--- src/rtl/adder_ctrl_pkg.sv ---
// adder_ctrl_pkg: shared types and defaults for the adder sequencing controller.
package adder_ctrl_pkg;

  // Controller FSM states
  typedef enum logic [2:0] {
    IDLE  = 3'd0,
    ISSUE = 3'd1,
    WAIT  = 3'd2,
    WRITE = 3'd3,
    ACK   = 3'd4
  } state_e;

  // Opcode carried from control register bit 1
  typedef enum logic {
    OP_ADD = 1'b0,
    OP_SUB = 1'b1
  } op_e;

  // Default watchdog limit in cycles spent in ISSUE+WAIT
  localparam int unsigned TIMEOUT_CYCLES_DEF = 16;

endpackage

--- src/rtl/adder_ctrl_if.sv ---
// adder_ctrl_if: valid/ready + done handshake between the controller (master)
// and the arithmetic unit (slave). Signal names are seen from the controller.
interface adder_ctrl_if #(
  parameter int unsigned DATA_W = 32
) ();

  logic              o_au_valid;
  logic              i_au_ready;
  logic              o_au_op;
  logic [DATA_W-1:0] o_au_a;
  logic [DATA_W-1:0] o_au_b;
  logic              i_au_done;
  logic [DATA_W-1:0] i_au_result;
  logic              i_au_carry;

  modport master (
    output o_au_valid,
    output o_au_op,
    output o_au_a,
    output o_au_b,
    input  i_au_ready,
    input  i_au_done,
    input  i_au_result,
    input  i_au_carry
  );

  modport slave (
    input  o_au_valid,
    input  o_au_op,
    input  o_au_a,
    input  o_au_b,
    output i_au_ready,
    output i_au_done,
    output i_au_result,
    output i_au_carry
  );

endinterface

--- src/rtl/adder_ctrl_wdog.sv ---
// adder_ctrl_wdog: cycle counter for the optional watchdog (ADDER_CTRL_WDOG_EN).
// clr_i restarts the count, en_i advances it, expired_o flags the cycle in
// which the LIMIT-th enabled cycle is being spent.
module adder_ctrl_wdog #(
  parameter int unsigned LIMIT = 16
) (
  input  logic clk_i,
  input  logic rst_ni,
  input  logic clr_i,
  input  logic en_i,
  output logic expired_o
);

  localparam int unsigned CW = $clog2(LIMIT + 1);
  localparam logic [CW-1:0] LIM    = CW'(LIMIT);
  localparam logic [CW-1:0] LIM_M1 = CW'(LIMIT - 1);

  logic [CW-1:0] cnt_q;
  logic [CW-1:0] cnt_d;

  // Next count: clear on request, otherwise count enabled cycles and saturate
  always_comb begin
    cnt_d = cnt_q;
    if (clr_i) begin
      cnt_d = '0;
    end else if (en_i && (cnt_q != LIM)) begin
      cnt_d = cnt_q + CW'(1);
    end
  end

  // Count register
  always_ff @(posedge clk_i or negedge rst_ni) begin
    if (!rst_ni) begin
      cnt_q <= '0;
    end else begin
      cnt_q <= cnt_d;
    end
  end

  assign expired_o = en_i && (cnt_q >= LIM_M1);

endmodule

--- src/rtl/adder_ctrl.sv ---
// adder_ctrl: sequencing controller for the AXI4-Lite adder peripheral.
// Latches operands on the software start bit, hands the operation to the
// arithmetic unit, writes the result back and clears the start bit.
// Optional watchdog compiled in with `define ADDER_CTRL_WDOG_EN.
module adder_ctrl
  import adder_ctrl_pkg::*;
#(
  parameter int unsigned DATA_W         = 32,
  parameter int unsigned CNT_W          = 16,
  parameter int unsigned TIMEOUT_CYCLES = TIMEOUT_CYCLES_DEF
) (
  input  logic              ACLK,
  input  logic              ARSTn,
  input  logic              i_start,
  input  logic              i_op,
  input  logic [DATA_W-1:0] i_r0,
  input  logic [DATA_W-1:0] i_r1,
  output logic              o_enable_ctrl_write,
  output logic [DATA_W-1:0] o_busr,
  output logic              o_rst_start,
  adder_ctrl_if.master      au,
  output logic              o_busy,
  output logic              o_done,
  output logic              o_carry,
  output logic              o_err_timeout,
  output logic [CNT_W-1:0]  o_op_count
);

  if (TIMEOUT_CYCLES == 0) begin : g_bad_timeout
    $error("adder_ctrl: TIMEOUT_CYCLES must be at least 1");
  end

  state_e            state_q, state_d;
  logic [DATA_W-1:0] a_q, a_d;
  logic [DATA_W-1:0] b_q, b_d;
  op_e               op_q, op_d;
  logic [DATA_W-1:0] res_q, res_d;
  logic              cap_carry_q, cap_carry_d;
  logic              carry_q, carry_d;
  logic [CNT_W-1:0]  cnt_q, cnt_d;
  logic              wdog_exp;
  logic              timeout_err;

`ifdef ADDER_CTRL_WDOG_EN
  logic wdog_clr;
  logic wdog_en;
  logic err_q, err_d;

  // Counter restarts whenever a new operation is accepted
  assign wdog_clr = (state_q == IDLE) && i_start;
  assign wdog_en  = (state_q == ISSUE) || (state_q == WAIT);

  adder_ctrl_wdog #(
    .LIMIT (TIMEOUT_CYCLES)
  ) u_wdog (
    .clk_i     (ACLK),
    .rst_ni    (ARSTn),
    .clr_i     (wdog_clr),
    .en_i      (wdog_en),
    .expired_o (wdog_exp)
  );

  // Sticky error: cleared by the next start, set when ISSUE/WAIT bail out to ACK
  always_comb begin
    err_d = err_q;
    if (wdog_clr) begin
      err_d = 1'b0;
    end else if (wdog_en && (state_d == ACK)) begin
      err_d = 1'b1;
    end
  end

  // Error flag register
  always_ff @(posedge ACLK or negedge ARSTn) begin
    if (!ARSTn) begin
      err_q <= 1'b0;
    end else begin
      err_q <= err_d;
    end
  end

  assign timeout_err = err_q;
`else
  assign wdog_exp    = 1'b0;
  assign timeout_err = 1'b0;
`endif

  // Next state and datapath captures; operands only load in IDLE so later
  // register changes cannot disturb a running operation
  always_comb begin
    state_d     = state_q;
    a_d         = a_q;
    b_d         = b_q;
    op_d        = op_q;
    res_d       = res_q;
    cap_carry_d = cap_carry_q;
    carry_d     = carry_q;
    cnt_d       = cnt_q;
    case (state_q)
      IDLE: begin
        if (i_start) begin
          a_d     = i_r0;
          b_d     = i_r1;
          op_d    = op_e'(i_op);
          state_d = ISSUE;
        end
      end
      ISSUE: begin
        if (au.i_au_ready) begin
          state_d = WAIT;
        end else if (wdog_exp) begin
          state_d = ACK;
        end
      end
      WAIT: begin
        if (au.i_au_done) begin
          res_d       = au.i_au_result;
          cap_carry_d = au.i_au_carry;
          state_d     = WRITE;
        end else if (wdog_exp) begin
          state_d = ACK;
        end
      end
      WRITE: begin
        carry_d = cap_carry_q;
        cnt_d   = cnt_q + CNT_W'(1);
        state_d = ACK;
      end
      ACK: begin
        state_d = IDLE;
      end
      default: begin
        state_d = IDLE;
      end
    endcase
  end

  // State and datapath registers; reset aborts any operation at once
  always_ff @(posedge ACLK or negedge ARSTn) begin
    if (!ARSTn) begin
      state_q     <= IDLE;
      a_q         <= '0;
      b_q         <= '0;
      op_q        <= OP_ADD;
      res_q       <= '0;
      cap_carry_q <= 1'b0;
      carry_q     <= 1'b0;
      cnt_q       <= '0;
    end else begin
      state_q     <= state_d;
      a_q         <= a_d;
      b_q         <= b_d;
      op_q        <= op_d;
      res_q       <= res_d;
      cap_carry_q <= cap_carry_d;
      carry_q     <= carry_d;
      cnt_q       <= cnt_d;
    end
  end

  // Moore outputs: strobes decoded from state, data from registers
  assign au.o_au_valid         = (state_q == ISSUE);
  assign au.o_au_op            = op_q;
  assign au.o_au_a             = a_q;
  assign au.o_au_b             = b_q;
  assign o_enable_ctrl_write   = (state_q == WRITE);
  assign o_busr                = res_q;
  assign o_rst_start           = (state_q == ACK);
  assign o_done                = (state_q == ACK) && !timeout_err;
  assign o_busy                = (state_q != IDLE);
  assign o_carry               = carry_q;
  assign o_err_timeout         = timeout_err;
  assign o_op_count            = cnt_q;

endmodule
--- src/flat_wrapper.sv ---
// flat-port wrapper written by rule: the top's interface ports become plain ports
module adder_ctrl_flat import adder_ctrl_pkg::*;
#(
  parameter int unsigned DATA_W         = 32,
  parameter int unsigned CNT_W          = 16,
  parameter int unsigned TIMEOUT_CYCLES = TIMEOUT_CYCLES_DEF
)
  (ACLK, ARSTn, i_start, i_op, i_r0, i_r1, o_enable_ctrl_write, o_busr, o_rst_start, o_busy, o_done, o_carry, o_err_timeout, o_op_count, au_o_au_valid, au_o_au_op, au_o_au_a, au_o_au_b, au_i_au_ready, au_i_au_done, au_i_au_result, au_i_au_carry);
  adder_ctrl_if #(.DATA_W(DATA_W)) au_i ();
  input  logic ACLK;
  input  logic ARSTn;
  input  logic i_start;
  input  logic i_op;
  input  logic [DATA_W-1:0] i_r0;
  input  logic [DATA_W-1:0] i_r1;
  output logic o_enable_ctrl_write;
  output logic [DATA_W-1:0] o_busr;
  output logic o_rst_start;
  output logic o_busy;
  output logic o_done;
  output logic o_carry;
  output logic o_err_timeout;
  output logic [CNT_W-1:0] o_op_count;
  output wire logic [$bits(au_i.o_au_valid)-1:0] au_o_au_valid;
  output wire logic [$bits(au_i.o_au_op)-1:0] au_o_au_op;
  output wire logic [$bits(au_i.o_au_a)-1:0] au_o_au_a;
  output wire logic [$bits(au_i.o_au_b)-1:0] au_o_au_b;
  input wire logic [$bits(au_i.i_au_ready)-1:0] au_i_au_ready;
  input wire logic [$bits(au_i.i_au_done)-1:0] au_i_au_done;
  input wire logic [$bits(au_i.i_au_result)-1:0] au_i_au_result;
  input wire logic [$bits(au_i.i_au_carry)-1:0] au_i_au_carry;
  assign au_o_au_valid = au_i.o_au_valid;
  assign au_o_au_op = au_i.o_au_op;
  assign au_o_au_a = au_i.o_au_a;
  assign au_o_au_b = au_i.o_au_b;
  assign au_i.i_au_ready = au_i_au_ready;
  assign au_i.i_au_done = au_i_au_done;
  assign au_i.i_au_result = au_i_au_result;
  assign au_i.i_au_carry = au_i_au_carry;
  adder_ctrl #(.DATA_W(DATA_W), .CNT_W(CNT_W), .TIMEOUT_CYCLES(TIMEOUT_CYCLES)) u_core (.ACLK(ACLK), .ARSTn(ARSTn), .i_start(i_start), .i_op(i_op), .i_r0(i_r0), .i_r1(i_r1), .o_enable_ctrl_write(o_enable_ctrl_write), .o_busr(o_busr), .o_rst_start(o_rst_start), .au(au_i), .o_busy(o_busy), .o_done(o_done), .o_carry(o_carry), .o_err_timeout(o_err_timeout), .o_op_count(o_op_count));
endmodule
--- config.mk ---
export PLATFORM = sky130hd
export DESIGN_NAME = adder_ctrl_flat
export DESIGN_NICKNAME = d
export VERILOG_FILES = /design/src/rtl/adder_ctrl_pkg.sv /design/src/rtl/adder_ctrl_if.sv /design/src/rtl/adder_ctrl_wdog.sv /design/src/rtl/adder_ctrl.sv /design/src/flat_wrapper.sv
export SDC_FILE = /design/constraint.sdc
export NUM_CORES = 1
export LEC_CHECK = 0
export ABC_AREA = 1
export CAP_MARGIN = 20
export CELL_PAD_IN_SITES_DETAIL_PLACEMENT = 1
export CELL_PAD_IN_SITES_GLOBAL_PLACEMENT = 1
export CORE_ASPECT_RATIO = 2
export CORE_MARGIN = 2
export CORE_UTILIZATION = 29
export CTS_CLUSTER_DIAMETER = 120
export CTS_CLUSTER_SIZE = 28
export DETAILED_ROUTE_END_ITERATION = 7
export PLACE_DENSITY_LB_ADDON = 0.1
export REMOVE_ABC_BUFFERS = 1
export SLEW_MARGIN = 20
export SYNTH_ARGS = -nofsm -noshare
export SYNTH_HDL_FRONTEND = slang
export SYNTH_SLANG_ARGS = --single-unit
--- constraint.sdc ---
create_clock -name ACLK -period 1.4 [get_ports ACLK]
set_clock_uncertainty 0.1 [all_clocks]
set_input_delay 0.28 -clock ACLK [delete_from_list [all_inputs] [get_ports ACLK]]
set_output_delay 0.28 -clock ACLK [all_outputs]
set_load 0.01 [all_outputs]
Yosys cells after proc, flatten, opt, wreduce, memory -nomap -nowiden
Cells that the tools add are included.

storage, ports and cells
  register bits = 118
  output and inout port bits = 120
  word-level logic and storage cells = 25
  input bits = 103

operators by class
  reductions and logical operators = 5
  multiplexer cells = 4
  add/sub/neg operators = 1
  equality and inequality tests = 7

operators by type and width
  kind                   count
  $add 16x1->16 const B  1
  $pmux 3 s4             1
  $mux 3                 3
  $eq 3x2->1 const B     2
  $ne 2x2->1 const B     2
  $reduce_and 2->1       2
  $eq 3x1->1 const B     1
  $eq 3x3->1 const B     1
  $logic_not 3->1        1
  $reduce_and 3->1       1
  $reduce_bool 3->1      1
  $ne 2x1->1 const B     1

Longest topological paths before layout
  depth in word-level cells = 3
  gate-level depth with buffers = 9

Least setup slack after synthesis
No wires, ideal clock.

  path type = flip-flop to flip-flop
  from = register u_core.state_q[0]
  to = register u_core.a_q[0], in the netlist u_core.au.o_au_a[0]
  data arrival time = 1306 ps
  setup slack = -131 ps
  period minus slack after synthesis = 1531 ps
  required time = 1175 ps
  cell stages (with the launch flop) = 6
  path buffers = 2
  cells stage by stage = dfrtp_1 nor2_4 nand3_1 buf_4 buf_6 mux2_4

between the ends
  word-level cells in the longest chain between the ends = 2

RTL lines
  item                        line               RTL
  start, declared             adder_ctrl.sv:33   state_e state_q, state_d;
  start signal, assigned      adder_ctrl.sv:150  state_q <= state_d;
  $logic_not 3->1             adder_ctrl.sv:99   case (state_q)
  $reduce_and 2->1 (no line)  --
  end signal, assigned        adder_ctrl.sv:142  a_q <= '0;
  end signal, assigned        adder_ctrl.sv:151  a_q <= a_d;
  end, declared               adder_ctrl.sv:34   logic [DATA_W-1:0] a_q, a_d;

No other way between the ends.
A chain may end at the register's enable or synchronous reset.

Worst setup path in the final report
  from = register u_core.state_q[2]
  to = output port o_busy

between the ends
  word-level cells in the longest chain between the ends = 1

RTL lines
  item               line                RTL
  $reduce_bool 3->1  adder_ctrl.sv:170   assign o_busy = (state_q != IDLE);
  end, declared      flat_wrapper.sv:19  output logic o_busy;

No other way between the ends.

==> results.sh <==
export IMPL_final_period_utilization_pct=122.8
export IMPL_fmax_mhz=581.6
export IMPL_status="finished with violations"
export IMPL_synth_cells=345
export IMPL_crit_start="u_core.state_q[2]"
export IMPL_fin_nets=745
export IMPL_gp_congestion=0.7469
export IMPL_numCtsBuffers=17
export IMPL_tns_ps=-28430
export IMPL_dp_hpwl_um=11040
export IMPL_finalCriticalPeriod_ps=1719
export IMPL_routed_wl_um=16130
export IMPL_grt_total_usage_pct=17.44
export IMPL_die_x_um=95.97
export IMPL_mostFrequentLayoutCell="buf_2"
export IMPL_path_clk_slew_ps=50
export IMPL_drv_slew=0
export IMPL_yosys_register_bits=118
export IMPL_wl_per_cell_um=18.69
export IMPL_io_buffers=221
export IMPL_cp_cell_sequence="buf_6 > nor2_4 > buf_4 > nand2_1 > buf_2"
export IMPL_antenna_found_initial=2
export IMPL_hold_class="in2async"
export IMPL_critPathMaxFanout=3
export IMPL_first_iter_violations=75
export IMPL_fp_dieH_um=187.9
export IMPL_core_rowCount=67
export IMPL_via_count=3862
export IMPL_critical_path_arrival_ps=1340
export IMPL_drv_cap=0
export IMPL_crit_slowest_cell="dfrtp_1"
export IMPL_ios=223
export IMPL_violations="negative setup slack"
export IMPL_register_area_sq_mm=0.002959
export IMPL_clockBufferDepth=2
export IMPL_grt_pass1_vias=4316
export IMPL_ir_worst_vdd_mv=1.031
export IMPL_startpoint_type="flip-flop"
export IMPL_required_ps=1020
export IMPL_avgViaCountPerCell=4.475
export IMPL_netlist_area_sq_mm=0.004906
export IMPL_power_total_mw=18.68
export IMPL_cp_slowest_stage_delay_ps=400
export IMPL_area_growth_pct=70.49
export IMPL_drive_gt1_share_pct=54.13
export IMPL_yosysSeqAreaShare_pct=60.19
export IMPL_synth_warnings=0
export IMPL_crit_buf_inv=3
export IMPL_fin_ws_ps=-319.4
export IMPL_path_class="reg2out"
export IMPL_htreeDepth=4
export IMPL_ant_nets=0
export IMPL_firstDrtPassIters=4
export IMPL_clock_latency_ps=410
export IMPL_r2r_start="u_core.state_q[2]"
export IMPL_yosysUniqueCellTypes=22
export IMPL_cts_tree="built"
export IMPL_fin_hold_ws_ps=209.3
export IMPL_syn_area_per_cell_sq_um=14.22
export IMPL_power_density_mw_per_mm2=2233
export IMPL_p_leak_nw=4.100
export IMPL_drcViolationCount=0
export IMPL_initial_core_util_pct=29.41
export IMPL_grt_ovfl_total=0
export IMPL_grt_max_degree=37
export IMPL_setup_violations=119
export IMPL_clockRootBuffer="clkbuf_16"
export IMPL_critPathCaptureType="output port"
export IMPL_hold_violations=0
export IMPL_num_fill_cells=1774
export IMPL_multi_input_area_sq_mm=0.001941
export IMPL_grt_pass1_wl_um=23310
export IMPL_core_area_sq_mm=0.01668
export IMPL_die_area_sq_mm=0.01804
export IMPL_crit_family="buffers and inverters"
export IMPL_clock_sinks=118
export IMPL_rsz0062_at_grt="true"
export IMPL_layout_common_cells="buf_2, dfrtp_1, clkdlybuf4s50_1"
## worst register-to-register path: cells and delay by family, from the launching register on
family,cells,cell delay (ps)
simple gates,2,230
buf+inv,4,600
flops,1,400
mux,1,270
## cells in the mapped netlist
cell type  instances  area (sq um)
dfrtp_1          118          2953
mux2_4            50         750.7
mux2_2            48         540.5
nand2_1           44         165.2
inv_1             19         71.32
nor2_1            15         56.30
nand3_1           10         50.05
buf_2              5         25.02
buf_6              5         56.30
xnor2_1            5         43.79
nand4_1            4         25.02
xor2_1             4         35.03
buf_4              3         22.52
nor3_1             3         15.01
nand3_2            2         20.02
nand3b_1           2         15.01
nor2_4             2         22.52
o21ai_0            2         10.01
conb_1             1         3.750
ha_1               1         12.51
nor2_2             1         6.260
o22ai_1            1         6.260
## per-stage QoR
stage | instance area, sq um | cells | util (%) | setup slack, ps
final | 8364 | 863 | 50.14 | -319.4
after global routing | 8364 | 863 | 50.14 | -381.6
after CTS | 8061 | 846 | 48.32 | -327.8
after detailed placement | 7604 | 791 | 45.58 | -360.1
after global placement | 7604 | 791 | 45.58 | -319.3
after floorplan | 4802 | 332 | - | -2595
## routing by layer
layer / up-vias / part of all wire, % / global-route usage (%)
met5: - / 0 / 0
met4: 0 / 3.2 / 7.637
met3: 29 / 6.0 / 5.665
met2: 149 / 59 / 32.60
met1: 1940 / 32 / 16.57
li1: 1744 / - / -
## area by class of cell
| class | count | share of cell area [%] |
|---|---|---|
| sequential | 118 | 35.38 |
| inverter | 19 | 0.8527 |
| multi-input combinational | 195 | 23.20 |
| clock buffer | 25 | 6.163 |
| timing repair buffer | 290 | 29.59 |
| clock inverter | 7 | 1.660 |
| antenna | 2 | 0.05984 |
| tap | 207 | 3.096 |
## kinds of logic (layout without fill, tap and decap cells)
| group | Yosys count | after routing | share of synthesized area (%) |
|---|---|---|---|
| buf+inv | 32 | 341 | 3.570 |
| flops | 118 | 118 | 60.19 |
| fa+ha+maj | 1 | 1 | 0.2550 |
| other cells | 1 | 3 | 0.07644 |
| simple gates | 83 | 83 | 7.651 |
| compound gates | 3 | 3 | 0.3316 |
| mux | 98 | 98 | 26.32 |
| xor+xnor | 9 | 9 | 1.607 |
## worst paths after layout
path                       slack (ps)                    to  cells after the start
setup / recovery                 -320                o_busy                      5
hold / removal                    210  u_core.au.o_au_b[23]                      2
setup reg to reg                 -300     u_core.o_busr[14]                      7
hold reg to reg                   380        u_core.o_carry                      2
max in group asynchronous         450  u_core.o_op_count[0]                      3
min in group ACLK                 380   u_core.au.o_au_b[9]                      2
## repair_timing
action | 4_1_cts | 5_1_grt
gates cloned | 1 | 9
pin swaps | 13 | 13
endpoints found under the setup margin | 229 | 127
hold buffers | 1 | 0
buffers inserted | 22 | 9
resized for setup | 517 | 28
endpoints found under the hold margin | 19 | 0
## where the power goes
part	switching, mW	internal, mW	leakage [nW]
Combinational	3.37	4.61	2.36
Sequential	0.884	5.01	1.42
Clock	1.54	3.26	0.323
Total	5.80	12.9	4.10
## flip-flops by register name, indices dropped and copies added (netlist names)
| name | cells |
|---|---|
| u_core.au.o_au_op | 1 |
| u_core.o_carry | 1 |
| u_core.cap_carry_q | 1 |
| u_core.au.o_au_b | 32 |
| u_core.state_q | 3 |
| u_core.au.o_au_a | 32 |
| u_core.o_busr | 32 |
| u_core.o_op_count | 16 |
Power figures use the tool's default switching activity.
